--- src/rtl/vga_print_ctrl_if.sv ---
// Bus bundle between the control unit / text memory and vga_print_ctrl.
//
// Request semantics: vgae and clr are one-cycle strobes. The block accepts one
// only while busy is low. A strobe seen while busy is high is dropped and sets
// the sticky ovf flag. The control unit stalls its PC while busy is high.
// Text-memory writes carry no back-pressure. Each cycle with vram_we high
// writes vram_data at vram_addr. When vram_we is low, addr and data are
// don't-care, but they are always driven.
// dbg_state mirrors the internal FSM state for observation.
interface vga_print_ctrl_if;
  logic        vgae;
  logic [7:0]  data;
  logic        clr;
  logic        busy;
  logic        vram_we;
  logic [11:0] vram_addr;
  logic [7:0]  vram_data;
  logic        ovf;
  logic [2:0]  dbg_state;

  modport master (
    output vgae, data, clr,
    input  busy, vram_we, vram_addr, vram_data, ovf, dbg_state
  );

  modport slave (
    input  vgae, data, clr,
    output busy, vram_we, vram_addr, vram_data, ovf, dbg_state
  );
endinterface

--- src/rtl/vga_print_ctrl.sv ---
// vga_print_ctrl: prints an 8-bit register value as two hex digits and a space
// into an 80x30 text memory at a self-advancing cursor.
// Optional macro VGA_PRINT_CLEAR_EN adds a clear-screen function. It writes
// 0x20 to every cell, homes the cursor and clears ovf.
// Without the macro, clr is ignored entirely.
module vga_print_ctrl (
  input logic             clock,
  input logic             reset,
  vga_print_ctrl_if.slave bus
);

  typedef enum logic [2:0] {
    IDLE = 3'd0,
    HI   = 3'd1,
    LO   = 3'd2,
    SEP  = 3'd3
`ifdef VGA_PRINT_CLEAR_EN
    , CLR = 3'd4
`endif
  } state_t;

`ifdef VGA_PRINT_CLEAR_EN
  localparam logic [11:0] LAST_CELL = 12'd2399;
  logic [11:0] clr_cnt;
`else
  logic unused_clr;
  assign unused_clr = bus.clr;
`endif

  state_t      state;
  logic [4:0]  row;
  logic [6:0]  col;
  logic [3:0]  lo_q;
  logic [4:0]  row_nx;
  logic [6:0]  col_nx;
  logic [11:0] cur_addr;
  logic        req_drop;

  function automatic logic [7:0] hex_ascii(input logic [3:0] n);
    if (n < 4'd10) return 8'h30 + {4'd0, n};
    else           return 8'h37 + {4'd0, n};
  endfunction

  assign bus.dbg_state = state;

  // Cursor address and the next cursor position after one write; wraps without scrolling
  always_comb begin
    cur_addr = ({7'd0, row} * 12'd80) + {5'd0, col};
    row_nx   = row;
    col_nx   = col + 7'd1;
    if (col == 7'd79) begin
      col_nx = 7'd0;
      row_nx = (row == 5'd29) ? 5'd0 : row + 5'd1;
    end
  end

  // A request is dropped when it arrives while busy, or when vgae collides with an accepted clr
  always_comb begin
`ifdef VGA_PRINT_CLEAR_EN
    req_drop = (state != IDLE) ? (bus.vgae | bus.clr) : (bus.vgae & bus.clr);
`else
    req_drop = (state != IDLE) & bus.vgae;
`endif
  end

  // Print/clear FSM with registered outputs; each state's write is set up on entry
  always_ff @(posedge clock or negedge reset) begin
    if (!reset) begin
      state         <= IDLE;
      row           <= 5'd0;
      col           <= 7'd0;
      lo_q          <= 4'd0;
      bus.busy      <= 1'b0;
      bus.vram_we   <= 1'b0;
      bus.vram_addr <= 12'd0;
      bus.vram_data <= 8'h00;
      bus.ovf       <= 1'b0;
`ifdef VGA_PRINT_CLEAR_EN
      clr_cnt       <= 12'd0;
`endif
    end else begin
      if (req_drop) bus.ovf <= 1'b1;
      case (state)
        IDLE: begin
`ifdef VGA_PRINT_CLEAR_EN
          if (bus.clr) begin
            state         <= CLR;
            bus.busy      <= 1'b1;
            bus.vram_we   <= 1'b1;
            bus.vram_addr <= 12'd0;
            bus.vram_data <= 8'h20;
            clr_cnt       <= 12'd0;
          end else
`endif
          if (bus.vgae) begin
            state         <= HI;
            bus.busy      <= 1'b1;
            bus.vram_we   <= 1'b1;
            bus.vram_addr <= cur_addr;
            bus.vram_data <= hex_ascii(bus.data[7:4]);
            lo_q          <= bus.data[3:0];
            row           <= row_nx;
            col           <= col_nx;
          end
        end
        HI: begin
          state         <= LO;
          bus.vram_addr <= cur_addr;
          bus.vram_data <= hex_ascii(lo_q);
          row           <= row_nx;
          col           <= col_nx;
        end
        LO: begin
          state         <= SEP;
          bus.vram_addr <= cur_addr;
          bus.vram_data <= 8'h20;
          row           <= row_nx;
          col           <= col_nx;
        end
        SEP: begin
          state       <= IDLE;
          bus.busy    <= 1'b0;
          bus.vram_we <= 1'b0;
        end
`ifdef VGA_PRINT_CLEAR_EN
        CLR: begin
          if (clr_cnt == LAST_CELL) begin
            state       <= IDLE;
            bus.busy    <= 1'b0;
            bus.vram_we <= 1'b0;
            bus.ovf     <= 1'b0;
            row         <= 5'd0;
            col         <= 7'd0;
          end else begin
            clr_cnt       <= clr_cnt + 12'd1;
            bus.vram_addr <= clr_cnt + 12'd1;
          end
        end
`endif
        default: begin
          state       <= IDLE;
          bus.busy    <= 1'b0;
          bus.vram_we <= 1'b0;
        end
      endcase
    end
  end

endmodule

--- src/flat_wrapper.sv ---
// flat-port wrapper written by rule: the top's interface ports become plain ports
module vga_print_ctrl_flat 
  (clock, reset, bus_vgae, bus_data, bus_clr, bus_busy, bus_vram_we, bus_vram_addr, bus_vram_data, bus_ovf, bus_dbg_state);
  vga_print_ctrl_if bus_i ();
  input logic clock;
  input logic reset;
  input wire logic [$bits(bus_i.vgae)-1:0] bus_vgae;
  input wire logic [$bits(bus_i.data)-1:0] bus_data;
  input wire logic [$bits(bus_i.clr)-1:0] bus_clr;
  output wire logic [$bits(bus_i.busy)-1:0] bus_busy;
  output wire logic [$bits(bus_i.vram_we)-1:0] bus_vram_we;
  output wire logic [$bits(bus_i.vram_addr)-1:0] bus_vram_addr;
  output wire logic [$bits(bus_i.vram_data)-1:0] bus_vram_data;
  output wire logic [$bits(bus_i.ovf)-1:0] bus_ovf;
  output wire logic [$bits(bus_i.dbg_state)-1:0] bus_dbg_state;
  assign bus_i.vgae = bus_vgae;
  assign bus_i.data = bus_data;
  assign bus_i.clr = bus_clr;
  assign bus_busy = bus_i.busy;
  assign bus_vram_we = bus_i.vram_we;
  assign bus_vram_addr = bus_i.vram_addr;
  assign bus_vram_data = bus_i.vram_data;
  assign bus_ovf = bus_i.ovf;
  assign bus_dbg_state = bus_i.dbg_state;
  vga_print_ctrl u_core (.clock(clock), .reset(reset), .bus(bus_i));
endmodule
--- config.mk ---
export PLATFORM = sky130hd
export DESIGN_NAME = vga_print_ctrl_flat
export DESIGN_NICKNAME = d
export VERILOG_FILES = /design/src/rtl/vga_print_ctrl_if.sv /design/src/rtl/vga_print_ctrl.sv /design/src/flat_wrapper.sv
export SDC_FILE = /design/constraint.sdc
export NUM_CORES = 1
export LEC_CHECK = 0
export ABC_CLOCK_PERIOD_IN_PS = 4180
export CAP_MARGIN = 5
export CORE_MARGIN = 5
export CORE_UTILIZATION = 40
export DETAILED_ROUTE_END_ITERATION = 8
export DONT_BUFFER_PORTS = 1
export MAX_ROUTING_LAYER = met4
export PLACE_DENSITY = 0.51
export RECOVER_POWER = 25
export SYNTH_ARGS = -nofsm -noshare
export SYNTH_HDL_FRONTEND = slang
export SYNTH_SLANG_ARGS = --single-unit
export TNS_END_PERCENT = 5
--- constraint.sdc ---
create_clock -name clock -period 4.18 [get_ports clock]
set_input_delay 0.418 -clock clock [delete_from_list [all_inputs] [get_ports clock]]
set_output_delay 0.418 -clock clock [all_outputs]
set_load 0.01 [all_outputs]
# After elaboration in Yosys (flattened, before gate mapping)
# Index checks and enable logic that the tools add are counted.
[classes]
add_sub_neg = 7
mul = 1
div = 0
magnitude_cmp = 2
n_eq_ne = 5
shift = 0
muxes = 17
bitwise_logic = 2
n_reduce_logical = 9
[op_table]
columns = ["cell", "n"]
rows = [
  ["$add A6 B4 Y7 const A", 4],
  ["$mux W8", 3],
  ["$pmux W12 S2", 1],
  ["$pmux W8 S3", 1],
  ["$mux W5", 3],
  ["$mux W7", 2],
  ["$pmux W7 S2", 1],
  ["$add A12 B7 Y12", 1],
  ["$mux W12", 1],
  ["$pmux W5 S2", 1],
  ["$pmux W3 S3", 1],
  ["$lt A4 B4 Y1 const B", 2],
  ["$mul A5 B3 Y8 const B", 1],
  ["$reduce_and A2 Y1", 4],
  ["$add A7 B1 Y7 const B", 1],
  ["$eq A7 B7 Y1 const B", 1],
  ["$reduce_bool A3 Y1", 2],
  ["$add A5 B1 Y5 const B", 1],
  ["$eq A5 B5 Y1 const B", 1],
  ["$eq A3 B1 Y1 const B", 1],
  ["$eq A3 B2 Y1 const B", 1],
  ["$logic_not A3 Y1", 1],
  ["$mux W3", 1],
  ["$ne A2 B2 Y1 const B", 1],
  ["6 further kinds", 6],
]
[word_totals]
reg_bits = 41
latchBits = 0
ramBits = 0
romBits = 0
in_bits = 12
wordCells = 51
memories = 0

# Logic depth before layout (Yosys ltp)
[depth]
depth_word = 5
depth_mapped = 7

# Least setup slack after synthesis
# OpenSTA, ideal clock, no wires.
[synth_path]
path_type = "flip-flop to flip-flop"
start = "register u_core.row[1]"
end = "register u_core.bus.vram_addr[10]"
t_arrival_ns = 2.128
required_time_ns = 4.049
setup_slack_ns = 1.920
path_stages_with_launch = 8
path_buffers = 0
synth_period_minus_slack_ns = 2.260
path_cell_list = "dfrtp_1 ha_1 ha_1 fa_1 xor2_1 and4b_1 nor4_1 or3b_1"
[synth_between]
elab_chain_len = 4
[synth_lines]
columns = ["element", "line_no", "text"]
rows = [
  ["from (decl)", "vga_print_ctrl.sv:31", "logic [4:0] row;"],
  ["from (signal assigned)", "vga_print_ctrl.sv:102", "row <= row_nx;"],
  ["from (signal assigned)", "vga_print_ctrl.sv:110", "row <= row_nx;"],
  ["from (signal assigned)", "vga_print_ctrl.sv:117", "row <= row_nx;"],
  ["$mul A5 B3 Y8 *", "vga_print_ctrl.sv:48", "cur_addr = ({7'd0, row} * 12'd80) + {5'd0, col};"],
  ["$add A12 B7 Y12 *", "vga_print_ctrl.sv:48", ""],
  ["$mux W12", "vga_print_ctrl.sv:95", "if (bus.vgae) begin"],
  ["$pmux W12 S2 *", "vga_print_ctrl.sv:83", "case (state)"],
  ["to (signal assigned)", "vga_print_ctrl.sv:99", "bus.vram_addr <= cur_addr;"],
  ["to (signal assigned)", "vga_print_ctrl.sv:108", "bus.vram_addr <= cur_addr;"],
  ["to (signal assigned)", "vga_print_ctrl.sv:115", "bus.vram_addr <= cur_addr;"],
  ["to (decl)", "vga_print_ctrl_if.sv:28", "output busy, vram_we, vram_addr, vram_data, ovf, dbg_state"],
]
# Mark *: on every way between the ends. The rest lies on a longest branch, timed or not. The select of a mux whose other input is x is not followed.
# A chain may end at the register's enable or synchronous reset.

==> impl_metrics.py <==
metrics = {
    "timing": {
        "tightest_slew_ps": 2100,
        "fmax_ghz": 0.404,
        "finalCritPeriodShare_pct": 59.2,
        "setup_viol": 0,
        "rsz0062_at_grt": "no",
        "worst_hold_slack_ps": 241,
        "finalHoldViolCount": 0,
        "fin_setup_tns_ps": 0,
        "max_slew_margin_pct": -39.9,
        "fin_skew_ps": 8.55,
        "period_needed_ps": 2470,
        "final_max_slew_viol_count": 40,
    },
    "clock_network": {
        "clk_latency_ps": 290,
        "clk_pin_slew_ps": 80,
        "htreeDepth": 2,
        "cts_tree": "done",
        "cts-resized-gates": 0,
        "cts_buffers": 5,
        "clock_path_buffers": 2,
        "clock-sinks": 39,
        "cts_root_buf": "clkbuf_8",
    },
    "logic_synthesis": {
        "ys.flop_type": "dfrtp_1",
        "ys_warn_count": 0,
        "async_flop_share_pct": 100,
        "syn_inst": 236,
        "syn_area_per_cell_um2": 9.51,
        "synth_seq_cells": 39,
        "seq_area_frac_synth_pct": 43.5,
        "synth_edf_count": 0,
        "syn-cell-area_mm2": 0.00224,
        "synth_cell_types": 45,
    },
    "run": {
        "drv_cap": 1,
    },
    "setup_path": {
        "r2r_start": "u_core.row[1]",
        "cp_max_fo": 39,
        "critPathMaxStageDelay_ps": 1500,
        "critPathLaunch": "reset",
        "cp-end-kind": "asynchronous set/reset pin",
        "critPathSlowestCell": "clkbuf_1",
        "path_buf_inv": 2,
        "path_cells": "dlygate4sd3_1 -> clkbuf_1",
        "r2r_slack_ps": 1730,
        "timing.rr.end": "u_core.bus.vram_addr[10]",
        "r2r_cells": 7,
        "start_kind": "input pin",
        "cp.depth": 2,
        "cp_top_family": "buffers and inverters",
        "worstSetupPathType": "in -> async",
        "cp.arrival_ps": 2460,
        "crit_end": "u_core.bus.vram_addr[9]",
        "critPathRequiredTime_ps": 4170,
    },
    "grt": {
        "grt_pass1_vias": 1632,
        "grt_usage_pct": 14.3,
        "overflow": 0,
        "grt_antenna_before_repair": 0,
        "grt_max_degree": 40,
        "grt_pass1_wl_um": 8160,
    },
    "drt": {
        "ant_nets": 0,
        "drt_iter0_markers": 78,
        "post-route-drc-count": 0,
        "num_vias": 1607,
        "routed_wl_um": 4550,
        "post_drt_wl_per_cell_um": 14.6,
        "vias_per_cell": 5.17,
        "dr.pass1.iters": 4,
    },
    "final_layout": {
        "nNetsFinal": 270,
        "multi_input_area_mm2": 0.00117,
        "post-route-util_pct": 44.2,
        "fillers": 550,
        "area_delta_synth_final_pct": 7.86,
        "drive_above_1_share_pct": 7.53,
        "final_cells": 311,
        "antenna_cells": 0,
        "ff_latch_area_um2": 976,
    },
    "floorplanning": {
        "fp.dieW_um": 84.9,
        "die_y_um": 84.9,
        "num_rows": 27,
        "pin_count": 38,
        "die-area_mm2": 0.00721,
        "coreArea_mm2": 0.00547,
        "start_util_pct": 41.0,
    },
    "worst_hold_path": {
        "hold_path_class": "in -> reg",
        "hp-start": "bus_vgae",
    },
    "run_status": {
        "status": "finished with violations",
        "violations": "max-capacitance violations, max-slew violations",
    },
    "power": {
        "p_per_area_mw_per_mm2": 784,
        "power.leakage_uw": 0.00115,
        "total_power_uw": 1900,
        "max-vdd-ir-drop_v": 0.000351,
    },
    "placement": {
        "place_inst": 301,
        "dp_hpwl_um": 3230,
        "place_congestion": 0.757,
        "io_buffer_count": 0,
    },
}
[per-stage QoR]
stage	instance area, µm²	setup WS, ps
6_report	2420	1710
5_1_grt	2420	1140
4_1_cts	2440	1720
3_5_place_dp	2290	1720
3_3_place_gp	2290	1720
2_1_floorplan	2250	1920
[placed cells by master (no fill, tap or decap), types with 2 or more instances in the layout]
cell,n
nor4_1,2
mux2_2,4
and2_1,2
dfrtp_1,39
and3_1,3
nor3_1,3
a21oi_1,15
xnor2_1,8
a31oi_1,2
o31ai_1,4
o21a_1,2
a211oi_1,3
inv_1,13
conb_1,2
o221ai_1,2
and4b_1,3
and4_1,2
ha_1,18
clkbuf_8,5
o21ai_0,9
fa_1,2
nand3_1,6
o21ai_1,9
xor2_1,2
a21o_1,5
nor2_1,9
nand2_1,40
nor2b_1,5
[how the worst min path moves through the flow]
stage	endpoint	slack (ps)	cells after the start
after floorplan	u_core.bus.busy	120	0
after global placement	u_core.bus.vram_addr[0]	120	0
after detailed placement	u_core.bus.vram_addr[0]	120	0
after CTS	u_core.bus.ovf	230	1
after global routing	u_core.bus.ovf	250	1
final	u_core.bus.ovf	240	1
[kinds of logic after synthesis]
logic type | Yosys count | synth area share (%)
simple gates | 84 | 19.2
compound gates | 56 | 15.1
flops | 39 | 43.5
buf+inv | 22 | 4.29
fa+ha+maj | 20 | 11.8
xor+xnor | 10 | 3.90
mux | 4 | 2.01
other cells | 1 | 0.167
[per-layer routing]
layer	track usage, %	wire, µm
met2	21.4	2000
met3	4.27	216
met1	19.1	2290
met5	-	0
met4	3.45	43
[flip-flops by register name, indices dropped and copies added (netlist names)]
name and cells:
u_core.bus.vram_data 7, u_core.lo_q 4, u_core.bus.vram_addr 12, u_core.col 7
u_core.bus.dbg_state 2, u_core.bus.busy 1, u_core.row 5, u_core.bus.ovf 1
[what timing repair did]
item	in CTS	in global routing
buffers inserted	0	0
hold endpoints to repair	39	0
hold buffers	2	0
[layout make-up]
class                   instances  area share (%)
well taps                      72            3.72
repair buffers                  2           0.569
multi-input cells             176            48.6
clock inverters                 3            1.81
clock buffers                   5            2.84
inverters                      14            2.17
flip-flops and latches         39            40.3
[power breakdown]
group	switching, µW	internal, µW	total, µW
clock	139	178	317
sequential	220	547	767
combinational	464	349	813
[Yosys cell counts, types with 3 or more instances]
library cell	n	area [µm²]
nor3_1	3	15.0
a211oi_1	3	22.5
mux2_2	4	45.0
nand3_1	6	30.0
nand2_1	40	150
a21oi_1	15	75.1
ha_1	18	225
and3_1	3	18.8
o21ai_0	9	45.0
buf_4	3	22.5
clkbuf_1	3	11.3
xnor2_1	8	70.1
dfrtp_1	39	976
inv_1	13	48.8
nor2_1	9	33.8
nor2b_1	5	31.3
o21ai_1	9	45.0
o31ai_1	4	30.0
a21o_1	5	37.5
and4b_1	3	30.0
No activity file was read; power rests on OpenSTA's default activity.
